==> src/rtl/pb_fb_sdr_arbiter_pkg.sv <==
// Shared definitions for the SDRAM burst-port arbiter.
//   - FSM state and transfer-direction encodings
//   - default address / data widths and burst length
//   - helper that derives the burst direction from a master's request pair
package pb_fb_sdr_arbiter_pkg;

  localparam int DEF_CMD_ADDR_WIDTH = 23;
  localparam int DEF_NL_DW          = 16;
  localparam int DEF_BURST_LEN      = 8;

  typedef enum logic [1:0] {
    ST_IDLE = 2'd0,
    ST_CMD  = 2'd1,
    ST_XFER = 2'd2
  } arb_state_e;

  typedef enum logic {
    DIR_RD = 1'b0,
    DIR_WE = 1'b1
  } dir_e;

  // Read wins when a master raises both requests; its write stays pending.
  function automatic dir_e req_dir(input logic rd_req);
    return rd_req ? DIR_RD : DIR_WE;
  endfunction

endpackage

==> src/rtl/pb_fb_sdr_arbiter_if.sv <==
// Burst command port bundle, used both between a master and the arbiter and
// between the arbiter and the DRAM controller.
//   master modport : drives rd_req/we_req/addr/din, receives acks, dout,
//                    r_vld (read beat valid) and w_rdy (write beat taken)
//   slave  modport : the opposite side
interface pb_fb_sdr_arbiter_if
  import pb_fb_sdr_arbiter_pkg::*;
#(
  parameter int AW = DEF_CMD_ADDR_WIDTH,
  parameter int DW = DEF_NL_DW
);
  logic          rd_req;
  logic          we_req;
  logic          rd_ack;
  logic          we_ack;
  logic [AW-1:0] addr;
  logic [DW-1:0] din;
  logic [DW-1:0] dout;
  logic          r_vld;
  logic          w_rdy;

  modport master (
    output rd_req, we_req, addr, din,
    input  rd_ack, we_ack, dout, r_vld, w_rdy
  );

  modport slave (
    input  rd_req, we_req, addr, din,
    output rd_ack, we_ack, dout, r_vld, w_rdy
  );
endinterface

==> src/rtl/pb_fb_rr_arb2.sv <==
// Combinational two-way round-robin pick.
//   req  : request per master
//   last : index of the master granted most recently
//   vld  : at least one request present
//   gnt  : chosen master index (the one that is not `last` on a tie)
module pb_fb_rr_arb2 (
  input  logic [1:0] req,
  input  logic       last,
  output logic       vld,
  output logic       gnt
);

  assign vld = |req;

  always_comb begin
    gnt = 1'b0;
    case (req)
      2'b01:   gnt = 1'b0;
      2'b10:   gnt = 1'b1;
      2'b11:   gnt = ~last;
      default: gnt = 1'b0;
    endcase
  end

endmodule

==> src/rtl/pb_fb_sdr_arbiter.sv <==
// Two-master arbiter in front of the SDRAM controller burst command port.
// Master 0 is the L2 cache, master 1 a second burst master (DMA / fb reader).
// Grant is round-robin and held for a whole burst of BURST_LEN beats.
//   clk, rst_n : sdr_clk domain clock, async active-low reset
//   m0, m1     : master-facing burst ports (slave modport)
//   sdr        : DRAM-controller-facing burst port (master modport)
module pb_fb_sdr_arbiter
  import pb_fb_sdr_arbiter_pkg::*;
#(
  parameter int CMD_ADDR_WIDTH = DEF_CMD_ADDR_WIDTH,
  parameter int NL_DW          = DEF_NL_DW,
  parameter int BURST_LEN      = DEF_BURST_LEN
) (
  input  logic                 clk,
  input  logic                 rst_n,
  pb_fb_sdr_arbiter_if.slave   m0,
  pb_fb_sdr_arbiter_if.slave   m1,
  pb_fb_sdr_arbiter_if.master  sdr
);

  localparam int              CNT_W     = $clog2(BURST_LEN);
  localparam logic [CNT_W-1:0] LAST_BEAT = CNT_W'(BURST_LEN - 1);

  // Master inputs gathered into vectors so the grant can index them.
  logic [1:0]                     rd_req_v, we_req_v;
  logic [1:0][CMD_ADDR_WIDTH-1:0] addr_v;
  logic [1:0][NL_DW-1:0]          din_v;

  assign rd_req_v = {m1.rd_req, m0.rd_req};
  assign we_req_v = {m1.we_req, m0.we_req};
  assign addr_v   = {m1.addr,   m0.addr};
  assign din_v    = {m1.din,    m0.din};

  arb_state_e       state_q, state_d;
  logic             grant_q, grant_d;
  logic             last_q,  last_d;
  dir_e             dir_q,   dir_d;
  logic [CNT_W-1:0] beat_cnt_q, beat_cnt_d;

  logic pick_vld, pick_gnt;

  pb_fb_rr_arb2 u_rr (
    .req  (rd_req_v | we_req_v),
    .last (last_q),
    .vld  (pick_vld),
    .gnt  (pick_gnt)
  );

  // Granted master's request / handshake of the latched direction.
  logic g_rd, g_we, g_req, g_ack, beat, in_cmd, in_xfer;

  assign g_rd    = rd_req_v[grant_q];
  assign g_we    = we_req_v[grant_q];
  assign g_req   = (dir_q == DIR_RD) ? g_rd : g_we;
  assign g_ack   = (dir_q == DIR_RD) ? sdr.rd_ack : sdr.we_ack;
  assign beat    = (dir_q == DIR_RD) ? sdr.r_vld  : sdr.w_rdy;
  assign in_cmd  = (state_q == ST_CMD);
  assign in_xfer = (state_q == ST_XFER);

  always_ff @(posedge clk or negedge rst_n) begin
    if (!rst_n) begin
      state_q    <= ST_IDLE;
      grant_q    <= 1'b0;
      last_q     <= 1'b1;   // master 0 wins the first tie
      dir_q      <= DIR_RD;
      beat_cnt_q <= '0;
    end else begin
      state_q    <= state_d;
      grant_q    <= grant_d;
      last_q     <= last_d;
      dir_q      <= dir_d;
      beat_cnt_q <= beat_cnt_d;
    end
  end

  always_comb begin
    state_d    = state_q;
    grant_d    = grant_q;
    last_d     = last_q;
    dir_d      = dir_q;
    beat_cnt_d = beat_cnt_q;
    case (state_q)
      ST_IDLE: begin
        if (pick_vld) begin
          grant_d = pick_gnt;
          dir_d   = req_dir(rd_req_v[pick_gnt]);
          state_d = ST_CMD;
        end
      end
      ST_CMD: begin
        // Fairness only advances once the burst is really accepted; an
        // aborted command leaves `last` alone.
        if (g_ack) begin
          state_d    = ST_XFER;
          beat_cnt_d = '0;
          last_d     = grant_q;
        end else if (!g_req) begin
          state_d = ST_IDLE;
        end
      end
      ST_XFER: begin
        if (beat) begin
          beat_cnt_d = beat_cnt_q + 1'b1;
          if (beat_cnt_q == LAST_BEAT) state_d = ST_IDLE;
        end
      end
      default: state_d = ST_IDLE;
    endcase
  end

  // Downstream side: command only in CMD, write data only in a write XFER.
  assign sdr.rd_req = in_cmd & (dir_q == DIR_RD) & g_rd;
  assign sdr.we_req = in_cmd & (dir_q == DIR_WE) & g_we;
  assign sdr.addr   = in_cmd ? addr_v[grant_q] : '0;
  assign sdr.din    = (in_xfer && dir_q == DIR_WE) ? din_v[grant_q] : '0;

  // Upstream side: handshakes steered to the granted master only.
  logic [1:0]       rd_ack_v, we_ack_v, r_vld_v, w_rdy_v;
  logic [NL_DW-1:0] dout_b;

  always_comb begin
    rd_ack_v = '0;
    we_ack_v = '0;
    r_vld_v  = '0;
    w_rdy_v  = '0;
    for (int n = 0; n < 2; n++) begin
      if (grant_q == 1'(n)) begin
        rd_ack_v[n] = in_cmd  & (dir_q == DIR_RD) & sdr.rd_ack;
        we_ack_v[n] = in_cmd  & (dir_q == DIR_WE) & sdr.we_ack;
        r_vld_v[n]  = in_xfer & (dir_q == DIR_RD) & sdr.r_vld;
        w_rdy_v[n]  = in_xfer & (dir_q == DIR_WE) & sdr.w_rdy;
      end
    end
  end

  // Read data is broadcast; gated so it reads 0 outside a read burst.
  assign dout_b = (in_xfer && dir_q == DIR_RD) ? sdr.dout : '0;

  assign m0.rd_ack = rd_ack_v[0];
  assign m0.we_ack = we_ack_v[0];
  assign m0.r_vld  = r_vld_v[0];
  assign m0.w_rdy  = w_rdy_v[0];
  assign m0.dout   = dout_b;
  assign m1.rd_ack = rd_ack_v[1];
  assign m1.we_ack = we_ack_v[1];
  assign m1.r_vld  = r_vld_v[1];
  assign m1.w_rdy  = w_rdy_v[1];
  assign m1.dout   = dout_b;

`ifndef SYNTHESIS
  a_ack_only_in_cmd: assert property (@(posedge clk) disable iff (!rst_n)
    (sdr.rd_ack || sdr.we_ack) |-> (state_q == ST_CMD));
  a_ack_dir: assert property (@(posedge clk) disable iff (!rst_n)
    (state_q == ST_CMD) |-> !((dir_q == DIR_RD) ? sdr.we_ack : sdr.rd_ack));
  a_req_only_in_cmd: assert property (@(posedge clk) disable iff (!rst_n)
    (sdr.rd_req || sdr.we_req) |-> (state_q == ST_CMD));
  a_beat_only_in_xfer: assert property (@(posedge clk) disable iff (!rst_n)
    (sdr.r_vld || sdr.w_rdy) |-> (state_q == ST_XFER));
`endif

endmodule

==> src/flat_wrapper.sv <==
// flat-port wrapper written by rule: the top's interface ports become plain ports
module pb_fb_sdr_arbiter_flat import pb_fb_sdr_arbiter_pkg::*;
#(
  parameter int CMD_ADDR_WIDTH = DEF_CMD_ADDR_WIDTH,
  parameter int NL_DW          = DEF_NL_DW,
  parameter int BURST_LEN      = DEF_BURST_LEN
)
  (clk, rst_n, m0_rd_req, m0_we_req, m0_addr, m0_din, m0_rd_ack, m0_we_ack, m0_dout, m0_r_vld, m0_w_rdy, m1_rd_req, m1_we_req, m1_addr, m1_din, m1_rd_ack, m1_we_ack, m1_dout, m1_r_vld, m1_w_rdy, sdr_rd_req, sdr_we_req, sdr_addr, sdr_din, sdr_rd_ack, sdr_we_ack, sdr_dout, sdr_r_vld, sdr_w_rdy);
  pb_fb_sdr_arbiter_if #(.AW((23)), .DW((16))) m0_i ();
  pb_fb_sdr_arbiter_if #(.AW((23)), .DW((16))) m1_i ();
  pb_fb_sdr_arbiter_if #(.AW((23)), .DW((16))) sdr_i ();
  input  logic clk;
  input  logic rst_n;
  input wire logic [$bits(m0_i.rd_req)-1:0] m0_rd_req;
  input wire logic [$bits(m0_i.we_req)-1:0] m0_we_req;
  input wire logic [$bits(m0_i.addr)-1:0] m0_addr;
  input wire logic [$bits(m0_i.din)-1:0] m0_din;
  output wire logic [$bits(m0_i.rd_ack)-1:0] m0_rd_ack;
  output wire logic [$bits(m0_i.we_ack)-1:0] m0_we_ack;
  output wire logic [$bits(m0_i.dout)-1:0] m0_dout;
  output wire logic [$bits(m0_i.r_vld)-1:0] m0_r_vld;
  output wire logic [$bits(m0_i.w_rdy)-1:0] m0_w_rdy;
  input wire logic [$bits(m1_i.rd_req)-1:0] m1_rd_req;
  input wire logic [$bits(m1_i.we_req)-1:0] m1_we_req;
  input wire logic [$bits(m1_i.addr)-1:0] m1_addr;
  input wire logic [$bits(m1_i.din)-1:0] m1_din;
  output wire logic [$bits(m1_i.rd_ack)-1:0] m1_rd_ack;
  output wire logic [$bits(m1_i.we_ack)-1:0] m1_we_ack;
  output wire logic [$bits(m1_i.dout)-1:0] m1_dout;
  output wire logic [$bits(m1_i.r_vld)-1:0] m1_r_vld;
  output wire logic [$bits(m1_i.w_rdy)-1:0] m1_w_rdy;
  output wire logic [$bits(sdr_i.rd_req)-1:0] sdr_rd_req;
  output wire logic [$bits(sdr_i.we_req)-1:0] sdr_we_req;
  output wire logic [$bits(sdr_i.addr)-1:0] sdr_addr;
  output wire logic [$bits(sdr_i.din)-1:0] sdr_din;
  input wire logic [$bits(sdr_i.rd_ack)-1:0] sdr_rd_ack;
  input wire logic [$bits(sdr_i.we_ack)-1:0] sdr_we_ack;
  input wire logic [$bits(sdr_i.dout)-1:0] sdr_dout;
  input wire logic [$bits(sdr_i.r_vld)-1:0] sdr_r_vld;
  input wire logic [$bits(sdr_i.w_rdy)-1:0] sdr_w_rdy;
  assign m0_i.rd_req = m0_rd_req;
  assign m0_i.we_req = m0_we_req;
  assign m0_i.addr = m0_addr;
  assign m0_i.din = m0_din;
  assign m0_rd_ack = m0_i.rd_ack;
  assign m0_we_ack = m0_i.we_ack;
  assign m0_dout = m0_i.dout;
  assign m0_r_vld = m0_i.r_vld;
  assign m0_w_rdy = m0_i.w_rdy;
  assign m1_i.rd_req = m1_rd_req;
  assign m1_i.we_req = m1_we_req;
  assign m1_i.addr = m1_addr;
  assign m1_i.din = m1_din;
  assign m1_rd_ack = m1_i.rd_ack;
  assign m1_we_ack = m1_i.we_ack;
  assign m1_dout = m1_i.dout;
  assign m1_r_vld = m1_i.r_vld;
  assign m1_w_rdy = m1_i.w_rdy;
  assign sdr_rd_req = sdr_i.rd_req;
  assign sdr_we_req = sdr_i.we_req;
  assign sdr_addr = sdr_i.addr;
  assign sdr_din = sdr_i.din;
  assign sdr_i.rd_ack = sdr_rd_ack;
  assign sdr_i.we_ack = sdr_we_ack;
  assign sdr_i.dout = sdr_dout;
  assign sdr_i.r_vld = sdr_r_vld;
  assign sdr_i.w_rdy = sdr_w_rdy;
  pb_fb_sdr_arbiter #(.CMD_ADDR_WIDTH(CMD_ADDR_WIDTH), .NL_DW(NL_DW), .BURST_LEN(BURST_LEN)) u_core (.clk(clk), .rst_n(rst_n), .m0(m0_i), .m1(m1_i), .sdr(sdr_i));
endmodule
==> config.mk <==
export PLATFORM = sky130hd
export DESIGN_NAME = pb_fb_sdr_arbiter_flat
export DESIGN_NICKNAME = d
export VERILOG_FILES = /design/src/rtl/pb_fb_sdr_arbiter_pkg.sv /design/src/rtl/pb_fb_sdr_arbiter_if.sv /design/src/rtl/pb_fb_rr_arb2.sv /design/src/rtl/pb_fb_sdr_arbiter.sv /design/src/flat_wrapper.sv
export SDC_FILE = /design/constraint.sdc
export NUM_CORES = 1
export LEC_CHECK = 0
export CAP_MARGIN = 10
export CELL_PAD_IN_SITES_DETAIL_PLACEMENT = 2
export CELL_PAD_IN_SITES_GLOBAL_PLACEMENT = 2
export CORE_ASPECT_RATIO = 0.5
export CORE_MARGIN = 5
export CORE_UTILIZATION = 13
export CTS_CLUSTER_SIZE = 30
export DETAILED_ROUTE_END_ITERATION = 8
export GPL_TIMING_DRIVEN = 0
export MAX_ROUTING_LAYER = met4
export PLACE_DENSITY_LB_ADDON = 0.1
export SYNTH_ARGS = -nofsm -noshare
export SYNTH_HDL_FRONTEND = slang
export SYNTH_SLANG_ARGS = --single-unit
export TNS_END_PERCENT = 5
==> constraint.sdc <==
create_clock -name clk -period 3.4 [get_ports clk]
set_clock_uncertainty 0.05 [all_clocks]
set_input_delay 0.68 -clock clk [delete_from_list [all_inputs] [get_ports clk]]
set_output_delay 0.68 -clock clk [all_outputs]
set_load 0.005 [all_outputs]
Word level (Yosys, flattened, before mapping)
Index checks and enable logic that the tools add are counted.
- equal/unequal tests: 10
- magnitude comparators: 2
- bitwise logic cells: 13
- muxes and demuxes: 35
- reductions and logical operators: 9
- add/subtract/negate cells: 1
- operators by type and width (cell ; number):
    two-way mux 23 bit ; 3
    two-way mux 16 bit ; 4
    two-way mux 1 bit ; 18
    AND 1 bit ; 10
    two-way mux 2 bit ; 5
    == test 2 bit, second input constant ; 3
    two-way mux 3 bit ; 2
    != test 2 x 1 -> 1 bit, second input constant ; 3
    one-hot mux 2 bit (3 select lines) ; 1
    one-hot mux 3 bit (2 select lines) ; 1
    < comparator 1 x 2 -> 1 bit, second input constant ; 2
    AND reduction 2 bit ; 2
    AND reduction 4 bit ; 1
    adder 3 x 1 -> 3 bit, second input constant ; 1
    == test 3 bit, second input constant ; 1
    != test 3 bit, second input constant ; 1
    AND reduction 3 bit ; 1
    == test 2 x 1 -> 1 bit, second input constant ; 1
    logical AND 1 bit ; 2
    zero test 2 bit ; 1
    != test 2 bit, second input constant ; 1
    NOT 1 bit ; 2
    OR 2 bit ; 1
    one-hot mux 1 bit (2 select lines) ; 1
    2 further kinds ; 2
- register bits: 8
- output and inout bits: 81

Depth between registers and ports, before layout
Gate-level depths: netlist of the first run.
- depth in word-level cells: 6
- gate-level depth with buffers: 7
- mapped depth without buffers: 6

Cells and area by module
A second synthesis of the first run with hierarchy kept.
- cell total of the unflattened synthesis: 175
- area total of the unflattened synthesis: 1412.6 sq um
- by module, submodules not included (module ; times used ; cells an instance ; area an instance (sq um)):
    pb_fb_sdr_arbiter ; 1 ; 173 ; 1398.8
    pb_fb_rr_arb2 ; 1 ; 2 ; 13.8

Least setup slack after synthesis of the first run
OpenSTA, ideal clock, no wires.
- path type: reg2out
- start: register u_core.state_q[0]
- end: output m1_dout[10]
- arrival: 1.619 ns
- stages on the path, launching flop included: 8
- slack: 1.051 ns
- cells stage by stage: dfrtp_1 -> inv_1 -> ha_1 -> bufbuf_16 -> nor2b_1 -> clkbuf_1 -> and2_1 -> buf_4
- word-level cells in the longest chain between the ends: 3
- ends and longest elaborated chain (what ; line ; text):
    start: declaration ; pb_fb_sdr_arbiter.sv:34 ; arb_state_e state_q, state_d;
    start signal: assignment ; pb_fb_sdr_arbiter.sv:68 ; state_q <= state_d;
    == test 2 bit ; pb_fb_sdr_arbiter.sv:58 ; assign in_xfer = (state_q == ST_XFER);
    logical AND 1 bit ; pb_fb_sdr_arbiter.sv:137 ; assign dout_b = (in_xfer && dir_q == DIR_RD) ? sdr.dout : '0;
    two-way mux 16 bit ; pb_fb_sdr_arbiter.sv:137 ;
    end: declaration ; flat_wrapper.sv:29 ; output wire logic [$bits(m1_i.dout)-1:0] m1_dout;
No other way between the ends.

Worst setup path in the final report of the first run
- start: register u_core.state_q[0]
- end: output m1_dout[11]
Same word-level chain as after synthesis.

==> results.toml, run 1 <==
[cts]
cts_root_buffer = "clkbuf_16"
clkTransAtPathRegs_ns = 0.04
cts_setup_buffers = 0
worstSkewPairLatency_ns = 0.23
cts_buffer_depth = 2
postCtsHoldBufs = 0
cts_resized = 2
cts_tree = "done"
htreeDepth = 1
cts_buffers = 3
cts_sinks = 8

[pwr]
swShare = 0.3768
p_leak_nw = 1.530
power_density_nw_per_um2 = 485.6
pwr-share-comb = 0.796
power_switching_uw = 671.0
cell_internal_pwr_mw = 1.110
power_frac_seq = 0.089
pwr-share-clk = 0.114
fin_total_pwr_mw = 1.781
peakVddDrop_mv = 0.2207

[yosys]
async_flop_share = 1.000
ys_ff_latch = 8
syn-num-nets = 303
synth_edf_count = 0
yosysTopAreaCell = "mux2i_1"
synthesis.area_sq_um = 1531
synth_area_per_cell_sq_um = 7.894
synth_ff_type = "dfrtp_1"
ys_seq_area_frac = 0.1315
synth.distinct_cells = 29
synth_top_area_frac = 0.2810
yosys-top-cells-count = "mux2i_1 (43), nor2b_1 (26), nor2_1 (22)"
yosysMostFrequentCell = "mux2i_1"
synthCells = 194
ys_top_cells_by_area = "mux2i_1 (28%), dfrtp_1 (11%), nor2b_1 (11%), buf_4 (8.3%), and2_1 (6.5%)"
synth_warnings = 0

[routing]
route.detailed.drc = 0
ant_nets = 0
via_per_inst = 3.821
dr.pass1.iters = 2
dr.first_iter.drc_count = 44
wirelength_microns = 8566
avgRoutedWirePerCell_microns = 15.66
vias = 2090

[global_route]
grt_max_degree = 11
grt_overflow = 0
grt_pass1_wl_microns = 12970
grt_pass1_vias = 2359
antenna_found_initial = 0
grt_use_total = 0.1173

[final_layout]
syn_to_final_growth_pct = 139.5
stdcell_count = 547
drive_above_1_share = 0.08901
utilization = 0.3144
fin_area_sq_um = 3667
final_nets = 492
diodes = 0

[floorplanning]
dieArea_sq_um = 14180
dieHeight_microns = 86.75
num_io_pins = 185
core_area_sq_um = 11670
rows = 28
start_util = 0.1313
chipWidth_microns = 163.5

[worst_setup_path]
cp_cell_sequence = "inv_1 -> ha_1 -> bufbuf_16 -> nor2b_4 -> clkbuf_2 -> and2_1 -> buf_4 -> clkdlybuf4s50_1"
cp_data_arrival_time_ns = 2.38
critical-path-slowest-cell = "clkdlybuf4s50_1"
cp.required_ns = 2.67
setup.worst_path.start_class = "flop"
crit_type = "flop to output port"
cp_num_buf_inv = 5
path_max_fanout = 10
cpLargestDelayFamily = "buffers and inverters"
slowest_delay_ns = 0.50
crit_path_end_kind = "output port"

[placed_design]
port_buffers = 184
post-place-ws_ns = 0.07257
dp_hpwl_microns = 7558
placedCellCount = 543
gp_congestion = 0.7385
postPlaceCellArea_sq_um = 3580

[worst_hold_path]
hp-class = "flop to flop"

[sta]
timing.hold.ws_ns = 0.5031
slew-limit-headroom = 0.4889
finalSetupTns_ns = 0
rsz0062_at_grt = "no"
final-setup-viol-count = 0
finalMaxSlewViolations = 0
max_freq_ghz = 0.3211
layout_min_cycle_time_ns = 3.115
worstMarginPinSlew_ns = 0.7666
finalCritPeriodShare = 0.9160
finalHoldViolations = 0
timing.final.ws_setup_ns = 0.2854

[flow_run]
drv_cap = 0

[run_status]
status = "complete, no violations"
[worst paths after layout]
kind / start / to / slack, ns / depth (start not counted)
max in group asynchronous: rst_n / u_core.last_q$_DFFE_PN1P_ / 2.30 / 1
max: u_core.state_q[0]$_DFFE_PN0P_ / m1_dout[11] / 0.29 / 8
min reg2reg: u_core.beat_cnt_q[2]$_DFFE_PN0P_ / u_core.beat_cnt_q[2]$_DFFE_PN0P_ / 0.50 / 2
min in group asynchronous: rst_n / u_core.beat_cnt_q[0]$_DFFE_PN0P_ / 0.69 / 1
min: u_core.beat_cnt_q[2]$_DFFE_PN0P_ / u_core.beat_cnt_q[2]$_DFFE_PN0P_ / 0.50 / 2
max reg2reg: u_core.state_q[0]$_DFFE_PN0P_ / u_core.beat_cnt_q[1]$_DFFE_PN0P_ / 1.38 / 6
[layer usage]
layer  global-route usage  up-vias  share of wire
li1                     -     1010              -
met1               0.1295     1011           0.39
met2               0.2327       65           0.56
met3              0.01425        4          0.041
met4              0.01598        0         0.0070
met5                    -        -              0
[area by class of cell]
cell class	instances	area, sq um
flip-flops and latches	8	201.4
fillers	1306	7999
well taps	165	206.4
repair buffers	184	1842
clock buffers	4	78.83
plain buffers	29	210.2
multi-input cells	149	1099
inverters	8	30.03
[cells in the final DEF, fill, tap and decap left out]
cell,Yosys,final
nor2b_1,26,25
a21oi_1,3,3
clkbuf_2,0,1
o221ai_1,1,1
or4_4,1,1
nor2_1,22,22
clkdlybuf4s50_1,0,184
a31oi_1,3,3
inv_1,8,8
mux2_2,1,1
and4_1,2,2
o22ai_2,1,1
bufbuf_16,1,1
buf_4,17,17
nor3b_1,2,2
nand3_1,4,4
o21ai_0,4,4
or2_0,1,1
o21a_1,1,1
nor2b_4,0,1
ha_1,5,5
dfstp_2,1,1
clkbuf_1,5,5
a221oi_1,1,1
and2_1,16,16
or2b_2,1,1
nand2_1,7,7
mux4_1,1,1
dfrtp_1,7,7
clkbuf_16,0,3
and3_1,3,3
buf_2,6,6
mux2i_1,43,43
[registers in the layout (all words and copies together), names as in the netlist]
name and count:
u_core.last_q 1, u_core.dir_q 1, u_core.grant_q 1, u_core.beat_cnt_q 3, u_core.state_q 2
[power by group through the flow]
| stage | registers, mW | logic [mW] | clock network (mW) |
|---|---|---|---|
| 6_report | 0.159 | 1.42 | 0.204 |
| 5_1_grt | 0.163 | 1.56 | 0.218 |
| 4_1_cts | 0.160 | 1.46 | 0.211 |
| 3_5_place_dp | 0.161 | 1.45 | 0 |
| 3_3_place_gp | 0.156 | 1.41 | 0 |
| 2_1_floorplan | 0.152 | 0.752 | 0 |
[cell families after synthesis]
group	Yosys count	share of synthesized area
flip-flops	8	0.1315
AND/OR/NAND/NOR	85	0.3064
buffers and inverters	37	0.1560
adder cells (fa/ha/maj)	5	0.04085
multiplexers	45	0.3056
AO/OA/AOI/OAI	14	0.05964
[worst reg2reg max path, delay by kind of cell, from the launching register on]
kind / cells / cell delay (ns)
fa+ha+maj: 1 / 0.19
buf+inv: 2 / 0.34
simple gates: 1 / 0.18
compound gates: 2 / 0.80
flops: 1 / 0.37
(Power assumes the default switching activity.)
==> run 2: changes to the inputs <==
--- a/config.mk
+++ b/config.mk
@@ -16,6 +16,7 @@
 export GPL_TIMING_DRIVEN = 0
 export MAX_ROUTING_LAYER = met4
 export PLACE_DENSITY_LB_ADDON = 0.1
+export SETUP_SLACK_MARGIN = 0.1
 export SYNTH_ARGS = -nofsm -noshare
 export SYNTH_HDL_FRONTEND = slang
 export SYNTH_SLANG_ARGS = --single-unit
==> results of run 2 <==
The final DEF is identical to that of run 1; final timing and power are the same.
==> run 3: changes to the inputs <==
--- a/config.mk
+++ b/config.mk
@@ -5,7 +5,7 @@
 export SDC_FILE = /design/constraint.sdc
 export NUM_CORES = 1
 export LEC_CHECK = 0
-export CAP_MARGIN = 10
+export CAP_MARGIN = 0
 export CELL_PAD_IN_SITES_DETAIL_PLACEMENT = 2
 export CELL_PAD_IN_SITES_GLOBAL_PLACEMENT = 2
 export CORE_ASPECT_RATIO = 0.5
==> results of run 3 <==
The final DEF is identical to that of run 1; final timing and power are the same.
